==> src/rtl/dense_layer_seq.sv <==
// dense_layer_seq: y = act(x*W + b) over COUNT samples using one time-multiplexed
// signed fixed-point MAC, with per-neuron bias, selectable activation and saturation.
module dense_layer_seq #(
  parameter int unsigned IN_SIZE  = 4,
  parameter int unsigned OUT_SIZE = 2,
  parameter int unsigned COUNT    = 1,
  parameter int unsigned DATA_W   = 16,
  parameter int unsigned FRAC_W   = 8,
  parameter int unsigned ACC_W    = 40
) (
  input  logic                                     clk,
  input  logic                                     rst,
  input  logic                                     enable,
  input  logic [1:0]                               act_sel,
  input  logic [COUNT-1:0][IN_SIZE-1:0][DATA_W-1:0] data_in,
  input  logic [IN_SIZE-1:0][OUT_SIZE-1:0][DATA_W-1:0] weights,
  input  logic [OUT_SIZE-1:0][DATA_W-1:0]           bias,
  output logic                                     busy,
  output logic                                     done,
  output logic [COUNT-1:0][OUT_SIZE-1:0][DATA_W-1:0] data_out,
  output logic                                     sat_flag
);

  localparam int unsigned K_W = (IN_SIZE  > 1) ? $clog2(IN_SIZE)  : 1;
  localparam int unsigned C_W = (OUT_SIZE > 1) ? $clog2(OUT_SIZE) : 1;
  localparam int unsigned R_W = (COUNT    > 1) ? $clog2(COUNT)    : 1;

  localparam logic signed [ACC_W-1:0] SAT_MAX = {{(ACC_W-DATA_W+1){1'b0}}, {(DATA_W-1){1'b1}}};
  localparam logic signed [ACC_W-1:0] SAT_MIN = {{(ACC_W-DATA_W+1){1'b1}}, {(DATA_W-1){1'b0}}};

  typedef enum logic [1:0] {S_IDLE, S_MAC, S_WRITE, S_DONE} state_t;

  state_t state_q, state_d;

  logic [COUNT-1:0][IN_SIZE-1:0][DATA_W-1:0]    x_q;
  logic [IN_SIZE-1:0][OUT_SIZE-1:0][DATA_W-1:0] w_q;
  logic [OUT_SIZE-1:0][DATA_W-1:0]              b_q;
  logic [1:0]                                   act_q;
  logic [K_W-1:0]                               k_q;
  logic [C_W-1:0]                               c_q;
  logic [R_W-1:0]                               r_q;
  logic signed [ACC_W-1:0]                      acc_q;

  logic                       last_k_c, last_c_c, last_r_c;
  logic [C_W-1:0]             c_next_c;
  logic signed [DATA_W-1:0]   x_c, w_c, sel_bias_c, res_c;
  logic signed [2*DATA_W-1:0] prod_c;
  logic signed [ACC_W-1:0]    bias_acc_c, v_c, act_c, sat_c;
  logic                       clip_c;

  // State register
  always_ff @(posedge clk) begin
    if (rst) state_q <= S_IDLE;
    else     state_q <= state_d;
  end

  // Next-state logic
  always_comb begin
    state_d  = state_q;
    last_k_c = (k_q == K_W'(IN_SIZE - 1));
    last_c_c = (c_q == C_W'(OUT_SIZE - 1));
    last_r_c = (r_q == R_W'(COUNT - 1));
    case (state_q)
      S_IDLE:  if (enable) state_d = S_MAC;
      S_MAC:   if (last_k_c) state_d = S_WRITE;
      S_WRITE: state_d = (last_c_c && last_r_c) ? S_DONE : S_MAC;
      S_DONE:  state_d = S_IDLE;
      default: state_d = S_IDLE;
    endcase
  end

  // MAC product, bias preload, activation and saturation of the current neuron
  always_comb begin
    c_next_c   = last_c_c ? '0 : C_W'(c_q + 1'b1);
    sel_bias_c = (state_q == S_IDLE) ? $signed(bias[0]) : $signed(b_q[c_next_c]);
    bias_acc_c = ACC_W'(sel_bias_c) <<< FRAC_W;
    x_c        = $signed(x_q[r_q][k_q]);
    w_c        = $signed(w_q[k_q][c_q]);
    prod_c     = x_c * w_c;
    v_c        = acc_q >>> FRAC_W;
    case (act_q)
      2'd1:    act_c = v_c[ACC_W-1] ? '0 : v_c;
      2'd2:    act_c = v_c[ACC_W-1] ? (v_c >>> 3) : v_c;
      default: act_c = v_c;
    endcase
    clip_c = 1'b0;
    sat_c  = act_c;
    if (act_c > SAT_MAX) begin
      sat_c  = SAT_MAX;
      clip_c = 1'b1;
    end else if (act_c < SAT_MIN) begin
      sat_c  = SAT_MIN;
      clip_c = 1'b1;
    end
    res_c = DATA_W'(sat_c);
  end

  // Datapath, counters and registered outputs
  always_ff @(posedge clk) begin
    if (rst) begin
      x_q      <= '0;
      w_q      <= '0;
      b_q      <= '0;
      act_q    <= '0;
      k_q      <= '0;
      c_q      <= '0;
      r_q      <= '0;
      acc_q    <= '0;
      busy     <= 1'b0;
      done     <= 1'b0;
      sat_flag <= 1'b0;
      data_out <= '0;
    end else begin
      busy <= (state_d != S_IDLE);
      done <= (state_d == S_DONE);
      case (state_q)
        S_IDLE: begin
          if (enable) begin
            x_q      <= data_in;
            w_q      <= weights;
            b_q      <= bias;
            act_q    <= act_sel;
            k_q      <= '0;
            c_q      <= '0;
            r_q      <= '0;
            acc_q    <= bias_acc_c;
            sat_flag <= 1'b0;
          end
        end
        S_MAC: begin
          acc_q <= acc_q + ACC_W'(prod_c);
          k_q   <= K_W'(k_q + 1'b1);
        end
        S_WRITE: begin
          data_out[r_q][c_q] <= res_c;
          if (clip_c) sat_flag <= 1'b1;
          k_q   <= '0;
          c_q   <= c_next_c;
          if (last_c_c) r_q <= R_W'(r_q + 1'b1);
          acc_q <= bias_acc_c;
        end
        default: ;
      endcase
    end
  end

endmodule
==> config.mk <==
export PLATFORM = sky130hd
export DESIGN_NAME = dense_layer_seq
export DESIGN_NICKNAME = d
export VERILOG_FILES = /design/src/rtl/dense_layer_seq.sv
export SDC_FILE = /design/constraint.sdc
export NUM_CORES = 2
export LEC_CHECK = 0
export BUFFER_PORTS_ARGS = -buffer_cell sky130_fd_sc_hd__buf_2
export CAP_MARGIN = 5
export CELL_PAD_IN_SITES_DETAIL_PLACEMENT = 0
export CELL_PAD_IN_SITES_GLOBAL_PLACEMENT = 1
export CORE_ASPECT_RATIO = 0.9
export CORE_MARGIN = 4
export CORE_UTILIZATION = 25
export DETAILED_ROUTE_END_ITERATION = 10
export HOLD_SLACK_MARGIN = 0.08
export PLACE_DENSITY_LB_ADDON = 0.1
export SETUP_SLACK_MARGIN = 0.4
export SYNTH_ARGS = -nofsm -noshare
export SYNTH_HDL_FRONTEND = slang
export SYNTH_SLANG_ARGS = --single-unit
export TNS_END_PERCENT = 20
==> constraint.sdc <==
create_clock -name clk -period 7.4 [get_ports clk]
set_input_delay 1.85 -clock clk [delete_from_list [all_inputs] [get_ports clk]]
set_output_delay 1.85 -clock clk [all_outputs]
set_load 0.05 [all_outputs]
==> results.sh <==
export IMPL_synth_xor_area_share_pct=1.18
export IMPL_tritoncts_num_sinks=307
export IMPL_synth_warnings=0
export IMPL_floorplan_rows=110
export IMPL_netlist_area_um2=25300
export IMPL_outcome="finished clean"
export IMPL_timing_final_hold_violations=0
export IMPL_place_inst=4495
export IMPL_nNetsFinal=3936
export IMPL_setup_viol_count_final=0
export IMPL_synth_simple_area_share_pct=16.5
export IMPL_internal_power_consumption_mw=4.01
export IMPL_port_buffer_count=263
export IMPL_first_global_vias=23400
export IMPL_top_cells_by_count_synth="603 x nand2_1, 412 x inv_1, 330 x fa_1"
export IMPL_r2r_setup_slack_ps=300
export IMPL_clock_path_buffers=3
export IMPL_detail_route_antenna_nets=0
export IMPL_timing_clock_skew_ps=52.7
export IMPL_dr_pass1_iterations=5
export IMPL_syn_num_nets=3603
export IMPL_postRouteWirelength_um=91200
export IMPL_timing_critical_path_buf_inv=6
export IMPL_layout_core_utilization_pct=31.5
export IMPL_worst_hold_path_type="register to register"
export IMPL_cp_data_arrival_time_ps=7520
export IMPL_min_from="x_q[17]$_SDFFE_PP0P_"
export IMPL_timing_critical_path_to_type="register"
export IMPL_grt_max_degree=194
export IMPL_worst_setup_hold_path_clk_slew_ps=60
export IMPL_drv_slew=0
export IMPL_cpPeakStageDelay_ps=580
export IMPL_synth_main_ff_cell="dfxtp_1"
export IMPL_setup_worst_path_class="register to register"
export IMPL_combinationalPowerShare_pct=38.3
export IMPL_netSwitchingPower_mw=2.32
export IMPL_ys_types=82
export IMPL_fillerInstances=10800
export IMPL_synth_top_area_cell="fa_1"
export IMPL_synth_compound_area_share_pct=10.9
export IMPL_tritoncts="built"
export IMPL_detail_route_wl_per_cell_um=19.7
export IMPL_final_min_period_over_clock_period_pct=95.9
export IMPL_period_minus_slack_ps=7100
export IMPL_p_sw_share_pct=36.6
export IMPL_dr_total_vias=21000
export IMPL_cts_htree_levels=2
export IMPL_worstPathCellList="buf_12 -> buf_16 -> mux4_2 -> mux2_4 -> buf_12 -> and2_1 -> fa_1 -> fa_1 -> fa_1 -> fa_1 -> fa_1 -> inv_1 -> fa_1 -> inv_1 -> ha_4 -> and4_4 -> and3_4 -> and4_4 -> o211ai_1 -> buf_4 -> and2_4 -> o211ai_4 -> o31ai_2 -> a211o_1"
export IMPL_synth_edff_count=0
export IMPL_gp_congestion=0.828
export IMPL_power_density_cell_area_nw_per_um2=201
export IMPL_cp_slowest_cell="mux4_2"
export IMPL_crit_path_max_fanout=13
export IMPL_grt_total_usage_pct=17.2
export IMPL_synthMostInstantiatedCell="nand2_1"
export IMPL_syn_to_final_growth_pct=24.8
export IMPL_worstSetupStartpoint="k_q[0]$_SDFFE_PP0P_"
export IMPL_maxCapViolCount=0
export IMPL_post_route_worst_setup_slack_ps=302
export IMPL_synthMuxAreaShare_pct=6.43
export IMPL_main_combinational_cell_family_by_area_after_synthesis="adder cells"
export IMPL_finalNonFillerCells=4639
export IMPL_syn_area_per_cell_um2=8.64
export IMPL_core_area_um2=100000
export IMPL_achievable_frequency_mhz=141
export IMPL_antenna_found_initial=2
export IMPL_post_synthesis_register_bit_count=307
export IMPL_yosys_area_share_adder_pct=32.0
export IMPL_timing_rr_start="k_q[0]$_SDFFE_PP0P_"
export IMPL_cts_root_buf="clkbuf_16"
export IMPL_dpl_worst_slack_ps=-38.4
export IMPL_yosys_area_top_type_share_pct=26.1
export IMPL_drt_iter0_drc=935
export IMPL_clock_latency_ps=580
export IMPL_power_frac_clock_pct=32.2
export IMPL_max_slew_margin_pct=20.7
export IMPL_grt_first_pass_wirelength_um=140000
export IMPL_leakagePower_nw=14.2
export IMPL_global_route_overflow_total=0
export IMPL_ir_worst_vdd_mv=0.154
export IMPL_die_x_um=343
export IMPL_drcViolationCount=0
export IMPL_cts_inserted_buffers=41
export IMPL_syn_inst=2926
export IMPL_startpoint_type="register"
export IMPL_dieHeight_um=310
export IMPL_io_pin_count=264
export IMPL_final_layout_size_suffix_gt1_share_pct=21.2
export IMPL_sequentialPowerShare_pct=29.5
export IMPL_worst_slew_pin_slew_ps=1180
export IMPL_cp_top_family="adder cells"
export IMPL_synth_async_reset_ratio_pct=0
export IMPL_critical_path_required_ps=7820
export IMPL_dp_hpwl_um=71600
export IMPL_initial_core_util_pct=25.2
export IMPL_avgViaCountPerCell=4.52
export IMPL_design_die_area_um2=106000
export IMPL_synth_seq_area_share_pct=24.3
export IMPL_post_synth_main_area_contributors="fa_1 26%, dfxtp_1 24%, nand2_1 9.0%"
export IMPL_cpMostUsedCell="fa_1"
export IMPL_rsz0062_at_grt="true"
==> per-stage QoR <==
stage                     cell area (µm²)  hold WS (ps)  power [mW]  TNS [ps]
after detailed placement            28800           443        4.07     -38.4
final                               31500           450        6.33         0
after global routing                31500           471        6.76         0
after floorplan                     25300           433        3.21         0
after CTS                           31200           451        6.38         0
after global placement              28800           439        4.08     -54.8
==> power groups by stage <==
stage               logic (mW)  registers (mW)  clock network, mW
global placement          2.18            1.90                  0
finish                    2.42            1.87               2.04
global route              2.72            1.88               2.17
floorplan                 1.37            1.84                  0
detailed placement        2.17            1.90                  0
CTS                       2.40            1.87               2.11
==> cell usage in the layout, fill, tap and decap left out, drive strengths merged, types with 5 or more instances in the layout <==
cell / Yosys / final
a211oi: 25 / 25
a21o: 18 / 18
a21oi: 283 / 283
a22oi: 13 / 13
and2: 35 / 35
buf: 42 / 445
clkbuf: 116 / 65
clkinv: 0 / 6
dfxtp: 307 / 307
fa: 330 / 330
ha: 118 / 118
inv: 413 / 414
mux2: 22 / 23
mux2i: 45 / 45
mux4: 41 / 41
nand2: 603 / 603
nand2b: 18 / 18
nand3: 14 / 14
nand3b: 5 / 5
nand4: 5 / 5
nor2: 192 / 192
nor2b: 38 / 38
nor3: 52 / 52
nor4: 8 / 8
o211ai: 7 / 7
o21a: 9 / 9
o21ai: 60 / 60
o21bai: 7 / 7
o31ai: 5 / 5
or2: 6 / 6
xnor2: 26 / 26
xor2: 8 / 8
==> worst min-delay path, cell delays in order, from the launching register on <==
cell and delay, ps:
dfxtp_1 300, nand2_1 50, a21oi_1 50
==> state kept, by name, summed over array words and instances, names as in the netlist <==
register	count
b_q	32
data_out	32
k_q	2
r_q	1
c_q	1
done	1
act_q	2
busy	1
x_q	64
w_q	128
state_q	2
acc_q	40
sat_flag	1
==> final cells by class <==
cell class,count,area (µm²),area share [%]
Antenna cell,3,7.51,0.0238
Clock buffer,63,1200,3.80
Clock inverter,13,188,0.595
Inverter,413,1550,4.92
Multi-Input combinational cell,2049,17600,55.8
Sequential cell,307,6150,19.5
Tap cell,1344,1680,5.33
Timing Repair Buffer,447,3160,10.0
==> path summary, 6_finish.rpt <==
kind / to / cells after the start
worst max-delay path: acc_q[39]$_SDFFE_PP0P_ / 24
worst min-delay path: x_q[17]$_SDFFE_PP0P_ / 2
worst max register to register: acc_q[39]$_SDFFE_PP0P_ / 24
worst min register to register: x_q[17]$_SDFFE_PP0P_ / 2
==> logic make-up (layout without fill, tap and decap cells) <==
| group | count (synthesis) | in the layout |
|---|---|---|
| AO/OA/AOI/OAI | 467 | 467 |
| buffers and inverters | 571 | 936 |
| flip-flops | 307 | 307 |
| AND/OR/NAND/NOR | 991 | 991 |
| multiplexers | 108 | 109 |
| XOR/XNOR | 34 | 34 |
| other | 0 | 3 |
| adder cells (fa/ha/maj) | 448 | 448 |
==> metal layers <==
layer	part of all wire (%)	routed length (µm)	global-route usage, %	vias to the layer above
li1	-	-	-	9996
met1	47	43100	23.5	10600
met2	48	43800	29.5	326
met3	3.2	2920	2.09	80
met4	1.5	1410	2.97	0
met5	0	0	0	-
==> repair_timing <==
item,in CTS,in global routing
cloned,4,3
hold buffers,0,0
pin swaps,48,12
resized for setup,101,39
setup buffers,44,14
setup endpoints to repair,26,28
Power figures use the tool's default switching activity.
